$ cat src/rtl/uart_receiver.sv
// Purpose : serial-to-parallel UART receiver for 8-E-1 frames on an oversampled bit clock.
// Latency : rx_done pulses 1 clk after the oversample tick that samples the stop bit.
// Backpress: none; the consumer must capture data_out and flags on the rx_done strobe.
//
// Ports:
//   clk        - system clock, rising edge
//   reset      - asynchronous active-low reset
//   inrx       - one-clk oversample enable at OVERSAMPLE x baud
//   rx         - serial line, idles high, asynchronous to clk
//   data_out   - last received byte
//   rx_done    - one-clk strobe when a frame completes
//   parity_err - even-parity mismatch on the last frame
//   frame_err  - stop bit of the last frame read as 0
//   busy       - receiver is anywhere other than idle
module uart_receiver #(
    // Ticks per bit; must be a power of two and at least 8.
    parameter int OVERSAMPLE = 16
) (
    input  logic       clk,
    input  logic       reset,
    input  logic       inrx,
    input  logic       rx,
    output logic [7:0] data_out,
    output logic       rx_done,
    output logic       parity_err,
    output logic       frame_err,
    output logic       busy
);

    localparam int CW = $clog2(OVERSAMPLE);

    // Mid-bit point of the start bit, and the full-bit point for every later bit.
    localparam logic [CW-1:0] CNT_MID  = CW'(OVERSAMPLE / 2 - 1);
    localparam logic [CW-1:0] CNT_LAST = CW'(OVERSAMPLE - 1);

    typedef enum logic [2:0] {
        S_IDLE,
        S_START,
        S_DATA,
        S_PARITY,
        S_STOP,
        S_BREAK
    } state_t;

    state_t          state;
    logic [CW-1:0]   cnt;
    logic [2:0]      idx;
    logic [7:0]      sh;
    logic            par_bad;

    // Two-flop synchronizer. Both flops reset to the idle level so that
    // reset release never looks like a start bit.
    logic            rx_meta;
    logic            rxs;

    always_ff @(posedge clk or negedge reset) begin
        if (!reset) begin
            rx_meta <= 1'b1;
            rxs     <= 1'b1;
        end else begin
            rx_meta <= rx;
            rxs     <= rx_meta;
        end
    end

    // Receive FSM. Every state transition happens only on an oversample tick,
    // so holding inrx low freezes the receiver wherever it is.
    always_ff @(posedge clk or negedge reset) begin
        if (!reset) begin
            state      <= S_IDLE;
            cnt        <= '0;
            idx        <= 3'd0;
            sh         <= 8'h00;
            par_bad    <= 1'b0;
            data_out   <= 8'h00;
            rx_done    <= 1'b0;
            parity_err <= 1'b0;
            frame_err  <= 1'b0;
            busy       <= 1'b0;
        end else begin
            // rx_done is only ever set for the single cycle after the stop sample.
            rx_done <= 1'b0;

            if (inrx) begin
                case (state)
                    S_IDLE: begin
                        if (!rxs) begin
                            state <= S_START;
                            cnt   <= '0;
                            busy  <= 1'b1;
                        end
                    end

                    S_START: begin
                        if (cnt == CNT_MID) begin
                            if (!rxs) begin
                                // Start bit still low at mid-bit: genuine frame.
                                // cnt restarts so the next sample lands mid-D0.
                                state <= S_DATA;
                                cnt   <= '0;
                                idx   <= 3'd0;
                            end else begin
                                // Line went back high: a glitch, drop it silently.
                                state <= S_IDLE;
                                busy  <= 1'b0;
                            end
                        end else begin
                            cnt <= cnt + 1'b1;
                        end
                    end

                    S_DATA: begin
                        // cnt wraps naturally from CNT_LAST back to 0.
                        cnt <= cnt + 1'b1;
                        if (cnt == CNT_LAST) begin
                            // Shift in at the top so D0 ends up in sh[0].
                            sh  <= {rxs, sh[7:1]};
                            idx <= idx + 3'd1;
                            if (idx == 3'd7) begin
                                state <= S_PARITY;
                            end
                        end
                    end

                    S_PARITY: begin
                        cnt <= cnt + 1'b1;
                        if (cnt == CNT_LAST) begin
                            // Even parity: data plus parity bit must have an even
                            // number of ones, so any odd total is an error.
                            par_bad <= rxs ^ (^sh);
                            state   <= S_STOP;
                        end
                    end

                    S_STOP: begin
                        cnt <= cnt + 1'b1;
                        if (cnt == CNT_LAST) begin
                            data_out   <= sh;
                            parity_err <= par_bad;
                            frame_err  <= ~rxs;
                            rx_done    <= 1'b1;
                            if (rxs) begin
                                state <= S_IDLE;
                                busy  <= 1'b0;
                            end else begin
                                // Stop bit low: the line may be held in break.
                                // Wait for it to recover before hunting for a
                                // new start bit.
                                state <= S_BREAK;
                            end
                        end
                    end

                    S_BREAK: begin
                        if (rxs) begin
                            state <= S_IDLE;
                            busy  <= 1'b0;
                        end
                    end

                    default: begin
                        state <= S_IDLE;
                        busy  <= 1'b0;
                    end
                endcase
            end
        end
    end

endmodule

$ cat config.mk
export PLATFORM = sky130hd
export DESIGN_NAME = uart_receiver
export DESIGN_NICKNAME = d
export VERILOG_FILES = /design/src/rtl/uart_receiver.sv
export SDC_FILE = /design/constraint.sdc
export NUM_CORES = 1
export LEC_CHECK = 0
export ABC_AREA = 1
export CAP_MARGIN = 0
export CORE_ASPECT_RATIO = 0.5
export CORE_MARGIN = 2
export CORE_UTILIZATION = 44
export DETAILED_ROUTE_END_ITERATION = 10
export GPL_ROUTABILITY_DRIVEN = 0
export GPL_TIMING_DRIVEN = 0
export PLACE_DENSITY = 0.69
export SLEW_MARGIN = 25
export SYNTH_ARGS = -nofsm -noshare
export SYNTH_HDL_FRONTEND = slang
export SYNTH_SLANG_ARGS = --single-unit
$ cat constraint.sdc
create_clock -name clk -period 3.9 [get_ports clk]
set_clock_uncertainty 0.1 [all_clocks]
set_input_delay 0.78 -clock clk [delete_from_list [all_inputs] [get_ports clk]]
set_output_delay 0.78 -clock clk [all_outputs]
set_load 0.05 [all_outputs]
==> reports/qor.csv, run 1 <==
stage;metric;value;unit
run_status;status;finished, final reports clean;
cts;clkTransAtPathRegs;70;ps
floorplanning;dieWidth;91.50;um
worst_setup_path;path_buf_inv;1;
sta;rsz0062_at_grt;no;
synthesis;synth_top_family_by_area;simple AND/OR/NAND/NOR gates;
sta;finalCritPeriodShare;59.71;%
synthesis;synthSimpleGateAreaFrac;29.05;%
place;place_area;0.001921;mm2
place;port_buffers;15;
worst_setup_path;slowest_stage;clkdlybuf4s50_1;
worst_setup_path;critPathRequiredTime;3020;ps
synthesis;yosysWarnings;0;
synthesis;synth_xor_area_share;0.5201;%
worst_setup_path;worst_ep_arrival_time;1450;ps
power;p_leak;1.030;nW
sta;final.setup.tns;0;ps
synthesis;yosysTopAreaCell;dfrtp_1;
synthesis;synth-seq-cells;33;
sta;post-route-min-period;2329;ps
synthesis;synth.area.mux_share;0;%
synthesis;ys_seq_area_share;49.18;%
routing;wl_per_cell;11.43;um
routing;viasPerCell;4.772;
layout;syn_to_final_growth;21.99;%
cts;clock_sinks;33;
layout;final_cell_mix;nand2_1 (79), dfrtp_1 (31), inv_1 (21);
sta;fmax;429.4;MHz
sta;drv_slew;0;
worst_setup_path;cp-end-kind;output pin;
synthesis;syn_nets;221;
routing;ant_nets;0;
cts;cts.path.max_buffers;2;
place;dp_cells;281;
cts;post_cts_resized;0;
global_routing;grtUsageTotal;17.57;%
routing;wl;3303;um
synthesis;syn_inst;214;
worst_setup_path;max_stage_delay;810;ps
worst_setup_path;startpoint_type;flop;
power;p_per_area;650.2;mW/mm2
global_routing;overflow;0;
sta;tightest_slew;501.7;ps
routing;vias;1379;
floorplanning;rows;15;
synthesis;avgSynthCellArea;7.870;um2
floorplanning;start_util;47.48;%
layout;nNetsFinal;244;
cts;cts_setup_buffers;0;
worst_setup_path;regToRegSetupSlack;2180;ps
synthesis;synth_area;0.001684;mm2
layout;insertedDiodeCount;0;
cts;hold_buffers;0;
floorplanning;core-area;0.003547;mm2
synthesis;synth_compound_area_share;12.04;%
cts;h-tree-depth;2;
routing;route.detailed.drc;0;
cts;clock-root-buffer;clkbuf_8;
cts;clk_latency;290;ps
worst_setup_path;crit_type;flop to output pin;
worst_setup_path;cp_top_family;buffers and inverters;
synthesis;synth_fa_ha_area_share;2.229;%
sta;relSlewSlack;66.45;%
layout;fin_cells;289;
place;dp_hpwl;2358;um
floorplanning;fp.dieH;47.75;um
global_routing;first_global_vias;1321;
sta;hold_violations;0;
layout;layout_commonest_cell;nand2_1;
synthesis;synth_top_area_share;46.06;%
global_routing;antenna_found_initial;0;
synthesis;synth.distinct_cells;22;
cts;cts_tree;yes;
floorplanning;design.portCount;16;
synthesis;ys_top_cells_by_area;dfrtp_1 (46%), nand2_1 (18%), inv_1 (4.7%);
floorplanning;dieArea;0.004368;mm2
worst_hold_path;hold_path.class;flop to flop;
place;pre_cts_slack;1536;ps
run;cap_violations;0;
global_routing;grt_max_degree;22;
cts;cts_made_buffers;5;
routing;first_pass_iters;5;
sta;setup_ws;1571;ps
layout;fin_area;0.002054;mm2
routing;drtIter0Drc;59;
global_routing;grt_pass1_wl;5740;um
worst_setup_path;cp_max_fo;2;
layout;post_route_cells_drive_above_1_share;14.71;%
power;worst_ir_drop_vdd;0.2290;mV
sta;setup_viol;0;
worst_setup_path;path_cells;clkdlybuf4s50_1;
[cell type report]
type	count	area [um2]
Sequential cell	33	828.3
Timing Repair Buffer	16	172.7
Fill cell	320	1493
Inverter	27	101.3
Multi-Input combinational cell	152	738.2
Buffer	2	16.27
Clock inverter	3	65.06
Clock buffer	5	68.82
Tap cell	51	63.81
[path summary, 6_finish.rpt]
check                                 start     endpoint  depth (start not counted)
worst min-delay path                rx_meta          rxs                          0
max in group asynchronous             reset          rxs                          2
min in group asynchronous             reset      par_bad                          1
worst max-delay path            data_out[0]  data_out[0]                          1
worst max register to register       cnt[0]   parity_err                          9
worst min register to register      rx_meta          rxs                          0
[logic make-up (layout without fill, tap and decap cells)]
group                      Yosys count  count (layout)
and+or+nand+nor                    114             114
AOI/OAI and AO/OA                   34              34
buffers and inverters               29              53
DFF                                 33              33
xor gates and xnor gates             1               1
adders and majority gates            3               3
[sequential cells by signal (all words and copies together), names as in the netlist]
register,count
rx_meta,1
state,3
frame_err,1
busy,1
idx,3
par_bad,1
cnt,4
rxs,1
parity_err,1
rx_done,1
sh,8
data_out,8
[stage by stage]
stage	hold WS, ps	total power [mW]	utilization [%]
2_1_floorplan	245.2	0.8216	-
3_3_place_gp	246.1	0.9399	53.51
3_5_place_dp	247.0	0.9545	54.14
4_1_cts	257.4	1.347	57.92
5_1_grt	265.6	1.426	57.92
6_report	257.7	1.336	57.92
[cell usage after synthesis]
| library cell | n |
|---|---|
| ha_1 | 3 |
| o21ai_0 | 7 |
| nor3_1 | 2 |
| nor2_4 | 1 |
| o21ai_1 | 15 |
| a21oi_1 | 3 |
| xor2_1 | 1 |
| o31ai_1 | 1 |
| nor2_1 | 11 |
| nand3_1 | 15 |
| dfrtp_1 | 31 |
| nand2_1 | 79 |
| nor2_8 | 1 |
| inv_1 | 21 |
| buf_2 | 1 |
| buf_6 | 1 |
| nand3_2 | 1 |
| inv_2 | 6 |
| nor2_2 | 1 |
| nand2_2 | 3 |
| o21ai_2 | 8 |
| dfstp_2 | 2 |
[where the power goes]
group	total, mW	leakage, nW	switching (mW)	internal, mW
Clock	0.389	0.0681	0.135	0.254
Combinational	0.477	0.534	0.318	0.159
Sequential	0.471	0.428	0.0616	0.409
Total	1.34	1.03	0.514	0.822
[per-layer routing]
layer | global-route usage (%) | routed length, um | vias up
met5 | 0 | 0 | -
met4 | 7.879 | 47 | 0
met3 | 5.197 | 112 | 6
met2 | 31.91 | 1486 | 22
met1 | 20.51 | 1656 | 627
li1 | - | - | 724
(Power assumes the default switching activity.)
==> run 2, diff against run 1 <==
==> constraint.sdc (replaced) <==
create_clock -name clk -period 2.3 [get_ports clk]
set_clock_uncertainty 0.1 [all_clocks]
set_input_delay 0.46 -clock clk [delete_from_list [all_inputs] [get_ports clk]]
set_output_delay 0.46 -clock clk [all_outputs]
set_load 0.05 [all_outputs]
==> reports/qor.csv, run 2 (synthesized netlist as in run 1, its figures left out) <==
stage;metric;value;unit;change
sta;hold_violations;0;;unchanged
worst_setup_path;crit_type;flop to output pin;;unchanged
worst_setup_path;critPathRequiredTime;1740;ps;was 3020 ps
power;p_leak;1.034;nW;was 1.030 nW
run_status;status;finished, final reports clean;;unchanged
power;p_switching;872.4;uW;was 513.8 uW
power;total_power;2.267;mW;was 1.336 mW
global_routing;grt_pass1_wl;5754;um;was 5740 um
cts;clk_latency;290;ps;about the same
power;p_per_area;1098;mW/mm2;was 650.2 mW/mm2
floorplanning;dieWidth;91.50;um;unchanged
cts;cts.path.max_buffers;2;;unchanged
sta;setup_viol;0;;unchanged
worst_setup_path;regToRegStartpoint;cnt[0];;unchanged
place;port_buffers;15;;unchanged
sta;post-route-min-period;2009;ps;
worst_setup_path;startpoint_type;flop;;unchanged
worst_hold_path;min_from;rx_meta;;unchanged
cts;cts_made_buffers;5;;unchanged
global_routing;antenna_found_initial;0;;unchanged
sta;tightest_slew;501.7;ps;unchanged
floorplanning;design.portCount;16;;unchanged
worst_setup_path;max_stage_delay;810;ps;about the same
worst_setup_path;worst_ep_arrival_time;1450;ps;about the same
global_routing;overflow;0;;unchanged
worst_setup_path;cp_top_family;buffers and inverters;;unchanged
sta;final.setup.tns;0;ps;unchanged
sta;finalCritPeriodShare;87.34;%;
place;pre_cts_slack;256.4;ps;was 1536 ps
global_routing;grtUsageTotal;17.61;%;was 17.57%
layout;layout_commonest_cell;nand2_1;;unchanged
routing;viasPerCell;4.786;;was 4.772
global_routing;grt_max_degree;22;;unchanged
floorplanning;dieArea;0.004368;mm2;unchanged
routing;route.detailed.drc;0;;unchanged
power;p_comb_share;35.8;%;was 35.7%
worst_setup_path;cp-end-kind;output pin;;unchanged
routing;wl;3316;um;was 3303 um
worst_setup_path;r2r_end;parity_err;;unchanged
power;p_int;1.395;mW;was 822.0 uW
place;place_area;0.001921;mm2;unchanged
layout;insertedDiodeCount;0;;unchanged
cts;h-tree-depth;2;;unchanged
run;cap_violations;0;;unchanged
worst_setup_path;path_buf_inv;1;;unchanged
power;p_seq_share;35.2;%;about the same
floorplanning;fp.dieH;47.75;um;unchanged
worst_setup_path;regToRegSetupSlack;580;ps;was 2180 ps
global_routing;first_global_vias;1329;;was 1,321
cts;clock_sinks;33;;unchanged
power;swShare;38.48;%;was 38.46%
floorplanning;start_util;47.48;%;unchanged
worst_setup_path;path_cells;clkdlybuf4s50_1;;unchanged
worst_setup_path;slowest_stage;clkdlybuf4s50_1;;unchanged
sta;rsz0062_at_grt;no;;unchanged
worst_setup_path;cp_max_fo;2;;unchanged
cts;cts_tree;yes;;unchanged
layout;nNetsFinal;245;;was 244
floorplanning;core-area;0.003547;mm2;unchanged
floorplanning;rows;15;;unchanged
layout;syn_to_final_growth;22.59;%;was 21.99%
routing;first_pass_iters;4;;was 5
sta;drv_slew;0;;unchanged
layout;post_route_cells_drive_above_1_share;14.64;%;was 14.71%
worst_setup_path;ff2ff_path_depth;9;;unchanged
sta;fmax;497.8;MHz;
worst_hold_path;hold_path_depth;0;;unchanged
routing;ant_nets;0;;unchanged
routing;vias;1388;;was 1,379
sta;setup_ws;291.2;ps;was 1571 ps
power;p_clk_share;29.1;%;about the same
routing;drtIter0Drc;59;;unchanged
layout;fin_area;0.002064;mm2;was 0.002054 mm2
routing;wl_per_cell;11.43;um;about the same
layout;final_cell_mix;nand2_1 (79), dfrtp_1 (31), inv_1 (21);;unchanged
cts;clkTransAtPathRegs;70;ps;about the same
layout;reg_top3;data_out (8), sh (8), cnt (4);;unchanged
sta;holdWs;257.7;ps;about the same
sta;relSlewSlack;66.45;%;unchanged
power;worst_ir_drop_vdd;0.3887;mV;was 0.2290 mV
worst_hold_path;whs_endpoint;rxs;;unchanged
worst_hold_path;hold_path.class;flop to flop;;unchanged
place;dp_hpwl;2358;um;unchanged
cts;clock-root-buffer;clkbuf_8;;unchanged
cts;post_cts_resized;0;;unchanged
-- run 2: cell type report --
type	count	area, um2
multi-input combinational	152	738.2
sequential	33	828.3
fill	318	1483
clock inverter	3	65.06
tap	51	63.81
clock buffer	5	68.82
buffer	2	16.27
inverter	27	101.3
timing repair buffer	17	182.7
-- run 2: what timing repair did --
| action | 4_1_cts | 5_1_grt |
|---|---|---|
| hold buffers | 1 | 0 |
| hold endpoints to repair | 12 | 0 |
| setup buffers | 0 | 0 |
-- run 2: power groups by stage --
stage / combinational (mW) / clock, mW / sequential, mW
CTS: 0.816 / 0.672 / 0.797
floorplan: 0.409 / 0 / 0.985
detailed placement: 0.811 / 0 / 0.807
global route: 0.907 / 0.696 / 0.816
global placement: 0.789 / 0 / 0.804
finish: 0.811 / 0.659 / 0.798
-- run 2: through the flow --
| stage | util [%] | instances |
|---|---|---|
| after CTS | 58.20 | 290 |
| after global routing | 58.20 | 290 |
| final | 58.20 | 290 |
| after detailed placement | 54.14 | 281 |
| after global placement | 53.51 | 280 |
| after floorplan | - | 214 |
-- run 2: per-layer routing --
metal,vias to the layer above,track usage [%],share of wire [%]
met1,636,20.51,50
met5,-,0,0
li1,724,-,-
met3,6,5.197,3.4
met4,0,7.879,1.4
met2,22,32.06,45
-- run 2: worst max path at each step --
| stage | from | end | slack [ps] | depth (start not counted) |
|---|---|---|---|---|
| 6_report | data_out[0] | data_out[0] | 290 | 1 |
| 5_1_grt | data_out[2] | data_out[2] | 250 | 1 |
| 4_1_cts | data_out[0] | data_out[0] | 280 | 1 |
| 3_5_place_dp | inrx | parity_err | 260 | 9 |
| 3_3_place_gp | reset | data_out[1] | 2 | 1 |
| 2_1_floorplan | cnt[0] | data_out[0] | 770 | 9 |
==> run 3, diff against run 2 <==
--- a/config.mk
+++ b/config.mk
@@ -8,10 +8,8 @@
 export ABC_AREA = 1
 export CAP_MARGIN = 0
 export CORE_ASPECT_RATIO = 0.5
-export CORE_MARGIN = 2
 export CORE_UTILIZATION = 44
 export DETAILED_ROUTE_END_ITERATION = 10
-export GPL_ROUTABILITY_DRIVEN = 0
 export GPL_TIMING_DRIVEN = 0
 export PLACE_DENSITY = 0.69
 export SLEW_MARGIN = 25
==> reports/qor.csv, run 3 (synthesized netlist as in run 1, its figures left out) <==
stage;metric;value;unit;change
routing;ant_nets;0;;unchanged
sta;fmax;495.5;MHz;was 497.8 MHz
power;worst_ir_drop_vdd;0.3951;mV;was 0.3887 mV
cts;h-tree-depth;2;;unchanged
place;place_congestion;0.8866;;
cts;post_cts_resized;0;;unchanged
place;pre_cts_slack;254.9;ps;was 256.4 ps
sta;relSlewSlack;66.51;%;was 66.45%
worst_hold_path;hold_path.class;flop to flop;;unchanged
sta;drv_slew;0;;unchanged
cts;clock_sinks;33;;unchanged
sta;tightest_slew;500.8;ps;was 501.7 ps
layout;regArea;828.3;um2;unchanged
layout;reg_top3;data_out (8), sh (8), cnt (4);;unchanged
routing;drtIter0Drc;70;;was 59
sta;setup_viol;0;;unchanged
routing;first_pass_iters;4;;unchanged
worst_setup_path;cp_top_family;buffers and inverters;;unchanged
global_routing;antenna_found_initial;0;;unchanged
floorplanning;design.portCount;16;;unchanged
worst_setup_path;critPathRequiredTime;1740;ps;about the same
global_routing;grt_max_degree;27;;was 22
layout;post_route_cells_drive_above_1_share;14.64;%;unchanged
worst_setup_path;worst_ep_arrival_time;1460;ps;was 1450 ps
layout;final_cell_mix;nand2_1 (79), dfrtp_1 (31), inv_1 (21);;unchanged
worst_setup_path;path_cells;clkdlybuf4s50_1;;unchanged
layout;nFillCells;324;;was 318
place;port_buffers;15;;unchanged
worst_setup_path;path_buf_inv;1;;unchanged
cts;clkTransAtPathRegs;70;ps;about the same
layout;fin_area;0.002057;mm2;was 0.002064 mm2
floorplanning;fp.dieH;45.75;um;was 47.75 um
routing;wl_per_cell;11.09;um;was 11.43 um
global_routing;grtUsageTotal;18.22;%;was 17.61%
layout;nNetsFinal;245;;unchanged
floorplanning;start_util;47.48;%;unchanged
cts;cts_tree;yes;;unchanged
worst_setup_path;slowest_stage;clkdlybuf4s50_1;;unchanged
layout;syn_to_final_growth;22.14;%;was 22.59%
floorplanning;dieWidth;89.50;um;was 91.50 um
cts;clk_latency;300;ps;was 290 ps
place;dp_hpwl;2254;um;was 2358 um
worst_setup_path;crit_type;flop to output pin;;unchanged
floorplanning;dieArea;0.004094;mm2;was 0.004368 mm2
cts;clock-root-buffer;clkbuf_8;;unchanged
worst_setup_path;startpoint_type;flop;;unchanged
run;cap_violations;0;;unchanged
floorplanning;rows;15;;unchanged
global_routing;grt_pass1_wl;5257;um;was 5754 um
sta;finalCritPeriodShare;87.75;%;was 87.34%
place;place_area;0.001913;mm2;was 0.001921 mm2
worst_setup_path;cp_max_fo;2;;unchanged
worst_setup_path;regToRegSetupSlack;600;ps;was 580 ps
layout;insertedDiodeCount;0;;unchanged
routing;viasPerCell;4.714;;was 4.786
floorplanning;core-area;0.003547;mm2;unchanged
sta;hold_violations;0;;unchanged
cts;hold_buffers;1;;unchanged
power;p_leak;1.031;nW;was 1.034 nW
sta;setup_ws;281.7;ps;was 291.2 ps
routing;wl;3215;um;was 3316 um
cts;cts.path.max_buffers;2;;unchanged
global_routing;first_global_vias;1162;;was 1,329
power;p_per_area;1103;mW/mm2;was 1098 mW/mm2
layout;final_util;57.99;%;was 58.20%
routing;route.detailed.drc;0;;unchanged
worst_setup_path;cp-end-kind;output pin;;unchanged
layout;layout_commonest_cell;nand2_1;;unchanged
cts;cts_made_buffers;5;;unchanged
run_status;status;finished, final reports clean;;unchanged
layout;multi_input_area;738.2;um2;unchanged
routing;vias;1367;;was 1,388
sta;rsz0062_at_grt;no;;unchanged
sta;post-route-min-period;2018;ps;was 2009 ps
global_routing;overflow;0;;unchanged
worst_setup_path;max_stage_delay;810;ps;about the same
cts;cts_setup_buffers;0;;unchanged
run 3: changes by cell type in the layout (fill, tap and decap cells not counted):
cell | before | now
buf_12 | 0 | 1
buf_16 | 1 | 0
run 3: final timing paths:
path                       depth (start not counted)        start           to
hold / removal                                     0      rx_meta          rxs
hold reg to reg                                    0      rx_meta          rxs
setup / recovery                                   1  data_out[0]  data_out[0]
setup reg to reg                                   9       cnt[0]   parity_err
min in group asynchronous                          2        reset       cnt[0]
max in group asynchronous                          3        reset          rxs
run 3: area by class of cell:
| type | count | share of cell area, % |
|---|---|---|
| sequential | 33 | 40.27 |
| multi-input combinational | 152 | 35.89 |
| timing repair buffer | 17 | 8.516 |
| inverter | 27 | 4.927 |
| clock buffer | 5 | 3.346 |
| clock inverter | 3 | 3.163 |
| tap | 51 | 3.102 |
| buffer | 2 | 0.7908 |
run 3: metrics by stage:
| stage | std cells | hold slack [ps] | TNS [ps] | power [mW] |
|---|---|---|---|---|
| after floorplan | 214 | 64.41 | 0 | 1.393 |
| after global placement | 280 | 246.3 | -78.68 | 1.593 |
| after detailed placement | 281 | 221.7 | 0 | 1.613 |
| after CTS | 290 | 257.5 | 0 | 2.282 |
| after global routing | 290 | 267.4 | 0 | 2.409 |
| final | 290 | 257.7 | 0 | 2.268 |
run 3: power breakdown:
group | switching (mW) | internal (mW)
Combinational | 0.542 | 0.269
Clock | 0.226 | 0.430
Sequential | 0.107 | 0.694
run 3: per-layer routing:
metal  track usage, %  vias up  routed length (um)
met5                0        -                   0
met4            7.619        0                  40
met3            7.065        4                 115
met2            27.48       20                1436
met1            23.74      619                1623
li1                 -      724                   -
